===== src/rtl/fifo_pkg.sv =====
// Shared helpers for the RAM-backed FIFO: pointer width and scoreboard occupancy type.
package fifo_pkg;

  function automatic int ptr_w(input int words);
    return $clog2(words) + 1;
  endfunction

  typedef int unsigned occ_t;

endpackage


===== src/rtl/sdp_ram_fifo_ram.sv =====
// Simple dual-port RAM: synchronous write on port A, asynchronous read on port B.
// No reset on the array; contents persist across controller resets.
module sdp_ram_ra #(
  parameter int DW    = 8,
  parameter int WORDS = 16,
  parameter int AW    = $clog2(WORDS)
) (
  input  logic          clk,
  input  logic          wr_a,
  input  logic [AW-1:0] addr_a,
  input  logic [DW-1:0] din_a,
  input  logic [AW-1:0] addr_b,
  output logic [DW-1:0] dout_b
);

  logic [DW-1:0] mem [WORDS];

  always_ff @(posedge clk) begin
    if (wr_a) mem[addr_a] <= din_a;
  end

  assign dout_b = mem[addr_b];

endmodule


===== src/rtl/sdp_ram_fifo.sv =====
// First-word-fall-through FIFO controller over an async-read dual-port RAM.
// Head word visible the cycle after its push; s_ready depends only on stored state, never on m_ready.
module sdp_ram_fifo
  import fifo_pkg::*;
#(
  parameter int DW        = 8,
  parameter int WORDS     = 16,
  parameter int AFULL_TH  = 12,
  parameter int AEMPTY_TH = 4
) (
  input  logic                       clk,
  input  logic                       rst_n,
  input  logic                       flush,
  input  logic                       s_valid,
  output logic                       s_ready,
  input  logic [DW-1:0]              s_data,
  output logic                       m_valid,
  input  logic                       m_ready,
  output logic [DW-1:0]              m_data,
  output logic [ptr_w(WORDS)-1:0]    count,
  output logic                       almost_full,
  output logic                       almost_empty,
  output logic                       overflow,
  output logic                       underflow
);

  localparam int PW = ptr_w(WORDS);
  localparam int AW = PW - 1;
  localparam logic [PW-1:0] AF_TH = PW'(AFULL_TH);
  localparam logic [PW-1:0] AE_TH = PW'(AEMPTY_TH);

  if (WORDS < 2 || (WORDS & (WORDS - 1)) != 0) begin : g_bad_words
    $error("sdp_ram_fifo: WORDS must be a power of 2 and at least 2");
  end
  if (AFULL_TH < 1 || AFULL_TH > WORDS || AEMPTY_TH < 0 || AEMPTY_TH > WORDS - 1) begin : g_bad_th
    $error("sdp_ram_fifo: threshold out of range");
  end

  logic [PW-1:0] wr_ptr;
  logic [PW-1:0] rd_ptr;
  logic          empty;
  logic          full;
  logic          push;
  logic          pop;

  // Extra MSB distinguishes full from empty when the low address bits match.
  assign empty = (wr_ptr == rd_ptr);
  assign full  = (wr_ptr[AW-1:0] == rd_ptr[AW-1:0]) && (wr_ptr[AW] != rd_ptr[AW]);

  assign s_ready      = !full && rst_n;
  assign m_valid      = !empty;
  assign push         = s_valid && s_ready;
  assign pop          = m_valid && m_ready;
  assign almost_full  = (count >= AF_TH);
  assign almost_empty = (count <= AE_TH);

  always_ff @(posedge clk) begin
    if (!rst_n || flush) begin
      wr_ptr    <= '0;
      rd_ptr    <= '0;
      count     <= '0;
      overflow  <= 1'b0;
      underflow <= 1'b0;
    end else begin
      if (s_valid && full)  overflow  <= 1'b1;
      if (m_ready && empty) underflow <= 1'b1;
      if (push) wr_ptr <= wr_ptr + PW'(1);
      if (pop)  rd_ptr <= rd_ptr + PW'(1);
      if (push && !pop)      count <= count + PW'(1);
      else if (pop && !push) count <= count - PW'(1);
    end
  end

  sdp_ram_ra #(
    .DW    (DW),
    .WORDS (WORDS)
  ) u_ram (
    .clk    (clk),
    .wr_a   (push),
    .addr_a (wr_ptr[AW-1:0]),
    .din_a  (s_data),
    .addr_b (rd_ptr[AW-1:0]),
    .dout_b (m_data)
  );

endmodule


===== config.mk =====
export PLATFORM = sky130hd
export DESIGN_NAME = sdp_ram_fifo
export DESIGN_NICKNAME = d
export VERILOG_FILES = /design/src/rtl/fifo_pkg.sv /design/src/rtl/sdp_ram_fifo_ram.sv /design/src/rtl/sdp_ram_fifo.sv
export SDC_FILE = /design/constraint.sdc
export NUM_CORES = 1
export LEC_CHECK = 0
export CORE_MARGIN = 2
export CORE_UTILIZATION = 35
export CTS_BUF_LIST = sky130_fd_sc_hd__clkbuf_16
export DETAILED_ROUTE_END_ITERATION = 12
export PLACE_DENSITY_LB_ADDON = 0.12
export SYNTH_ARGS = -nofsm -noshare
export SYNTH_HDL_FRONTEND = slang
export SYNTH_HIERARCHICAL = 1
export SYNTH_SLANG_ARGS = --single-unit

===== constraint.sdc =====
create_clock -name clk -period 3.96 [get_ports clk]
set_input_delay 0.99 -clock clk [delete_from_list [all_inputs] [get_ports clk]]
set_output_delay 0.99 -clock clk [all_outputs]
set_load 0.005 [all_outputs]

==> metrics.md <==
| Metric | Value |
|---|---|
| Max cap viols | 0 |
| Fin crit share | 0.8763 |
| Number of instances in the placed design | ~590 |
| Layout cell share with drive strength beyond 1 | 0.1832 |
| Seq pwr share | 0.504 |
| Mapped Nets | about 350 |
| Net Sw Frac | 0.2034 |
| Crit-path cells | buf_4 > mux4_1 > a22oi_1 > nand2_1 > clkdlybuf4s50_1 |
| Least-Margin Pin Slew | 0.7624 ns |
| Clock Power Share | 0.459 |
| CTS root buf | clkbuf_16 |
| DR WL/cell | 20.11 um |
| Die X | between 100 and 150 um |
| Via density | 5.022 |
| CTS Buffer Depth | 2 |
| Worst Hold Depth | 2 |
| Worst skew pair latency | 0.41 ns |
| Min-delay worst type | register to register |
| DRT Wirelength | 12,550 um |
| Synth Flop Type | edfxtp_1 |
| Critical path class | register to output pin |
| Synth warn | 6 |
| Hold_buf cts | 0 |
| Pwr Density | 461.7 nW/um^2 |
| Synth area leader | edfxtp_1 |
| Antenna cells | 0 |
| Final min period | 3.470 ns |
| Num Clock Sinks | 145 |
| Chip height | 134.5 um |
| Count of pins over their slew limit | 0 |
| DR vias | 3,134 |
| Top-Level Pins | 32 |
| Logic pwr share | 0.037 |
| Largest net degree at the start of global routing | 37 |
| Syn Area/Cell | approximately 18 um^2 |
| Max Freq | 0.2882 GHz |
| Synth async-reset ratio | 0 |
| Initial core utilization | 0.3583 |
| R2r setup slk | 0.92 ns |
| Most frequent cell after synthesis | edfxtp_1 |
| Startpoint types | register |
| Reg2reg path depth | 14 |
| DRT Pass-1 Iters | 4 |
| FP Rows | 47 |
| Hold Path Sink | overflow |
| Overall die area | 18,100 um^2 |
| # nets final | 412 |
| Post-synth EDFFs | 128 |
| Worst slew margin | 0.4898 |
| Top post-synthesis cells by area | edfxtp_1 (64%), mux4_2 (6.8%), mux4_1 (6.2%) |
| Register area share after synthesis | 0.7016 |
| Setup Viol. Count Final | 0 |
| Drt drc | 0 |
| Worst path max stage delay | 0.58 ns |
| Core area | between 15,000 and 20,000 um^2 |
| VDD IR max | about 290 uV |
| Number of distinct library cells after synthesis | 38 |
| Final Hold Vio Count | 0 |
| Overflow after GRT | 0 |
| First-pass GRT wire length | slightly below 20,000 um |
| Clock Pin Slew Worst Setup and Hold Paths | 0.06 ns |
| Area Overhead vs Synth | 20.84% |
| Power Internal | 2.650 mW |
| Placer Congestion | ~0.71 |
| Post-DP HPWL | 7929 um |
| Initial antenna violation count | 0 |
| Antenna Nets Post-Route | 0 |
| Crit. End Element | output pin |
| PortBufs | 31 |
| Critical R2R Launch | rd_ptr[1] |
| Finished Layout Cells | ~620 |
| Post-synthesis cell area | 5963 um^2 |
| Gr usage total | 0.1492 |
| Worst clock skew | approximately 0.0085 ns |
| Synth Instances | 332 |
| Leakage | 2.372 nW |
| Synthesized flop and latch total | 145 |
| CP bufs+invs | 2 |
| DRT iter0 DRCs | 249 |
| Reg-to-Reg End | count[4] |
| Setup_tns | 0 ns |
| Worst path top cell family by delay | buffers and inverters |
| Run status | complete, no violations |
| CTS tree | done |
| Vias in the first global route | approximately 3,300 |
| Hold path startpoint | overflow |
| Psw | about 0.68 mW |
| Unrepaired setup endpoints after global routing | false |
| Synth top area share | 0.6446 |
| Worst EP required | around 3.0 ns |
| Commonest cells in the netlist | edfxtp_1 (128), nor2_1 (29), mux4_2 (18), nand2_1 (18), dfxtp_1 (17) |
| CP Data Arrival Time | 2.48 ns |
| CP Max Fanout | 10 |
| Post-CTS Resized | 0 |
| Cts bufs inserted | 17 |
| Worst path slowest cell | mux4_1 |
| H-tree depth | 4 |
| Post-CTS Setup Inserts | 0 |
placed cells by master (no fill, tap or decap), types with 3 or more instances in the layout:
cell type / n
nand2b_1: 5
xor2_1: 8
mux4_1: 14
a22oi_1: 16
buf_4: 20
nand3_1: 4
mux4_2: 18
clkdlybuf4s50_1: 31
edfxtp_1: 128
dfxtp_1: 16
nand2_1: 18
ha_1: 7
clkbuf_16: 17
nor2b_1: 3
nor3_1: 5
nor2_1: 29
inv_1: 7
a21oi_1: 7
mux2i_1: 4
clkinvlp_4: 4
xnor2_1: 8
worst register-to-register path: stages (launching register included):
cell and delay (ns):
dfxtp_1 0.35, buf_12 0.24, xor2_1 0.12, nor4_2 0.28
buf_4 0.23, a21oi_2 0.10, inv_1 0.08, ha_1 0.21
inv_1 0.11, ha_1 0.30, nor2b_1 0.14, o21a_1 0.17
or3_1 0.31, a21o_1 0.19, mux2i_1 0.11
through the flow:
| stage | utilization | hold slack (ns) | total power [mW] | instance area, um^2 | setup WS, ns |
|---|---|---|---|---|---|
| floorplan | - | 0.4605 | 1.765 | 5963 | 1.065 |
| global placement | 0.3987 | 0.4586 | 1.832 | 6635 | 0.5036 |
| detailed placement | 0.3987 | 0.4630 | 1.834 | 6635 | 0.4610 |
| CTS | 0.4330 | 0.4808 | 3.366 | 7206 | 0.4140 |
| global route | 0.4330 | 0.5183 | 3.454 | 7206 | 0.3654 |
| finish | 0.4330 | 0.4763 | 3.327 | 7206 | 0.4897 |
kinds of logic after synthesis:
kind of cell | after synthesis | share of synthesized area
fa+ha+maj | 8 | 0.01804
flops | 145 | 0.7016
buf+inv | 18 | 0.02077
mux | 36 | 0.1364
compound gates | 35 | 0.04112
simple gates | 74 | 0.05854
xor+xnor | 16 | 0.02350
worst max path at each step:
stage               from        end  slack, ns  depth (start not counted)
5_1_grt        rd_ptr[0]  m_data[0]       0.37                          5
4_1_cts        rd_ptr[0]  m_data[0]       0.41                          5
2_1_floorplan    s_valid   count[4]       1.07                         10
6_report       rd_ptr[0]  m_data[0]       0.49                          5
3_5_place_dp     m_ready   count[4]       0.46                         12
3_3_place_gp     m_ready   count[4]       0.50                         12
per-layer routing:
| layer | track usage | wire length, um | share of wire |
|---|---|---|---|
| met3 | 0.04204 | 576 | 0.046 |
| met2 | 0.2299 | 6001 | 0.48 |
| met5 | 0 | 0 | 0 |
| met4 | 0.05731 | 158 | 0.013 |
| met1 | 0.2021 | 5813 | 0.46 |
cell type report:
type / count / area (um^2)
tap: 220 / 275.3
clock inverter: 15 / 145.1
fill: 1475 / 9437
sequential: 145 / 4185
multi-input combinational: 169 / 1655
clock buffer: 17 / 425.4
inverter: 5 / 18.77
timing repair buffer: 53 / 500.5
state kept, by name, indices dropped and copies added (netlist names):
signal and flops:
overflow 1, u_ram/mem 128, count 5, wr_ptr 5, underflow 1, rd_ptr 5
power by group through the flow:
stage	sequential (mW)	combinational [mW]	clock, mW
6_report	1.68	0.122	1.53
5_1_grt	1.68	0.136	1.64
4_1_cts	1.68	0.125	1.56
3_5_place_dp	1.71	0.124	0
3_3_place_gp	1.71	0.122	0
2_1_floorplan	1.71	0.0570	0
Note: power is estimated with default switching activity, not from simulation.
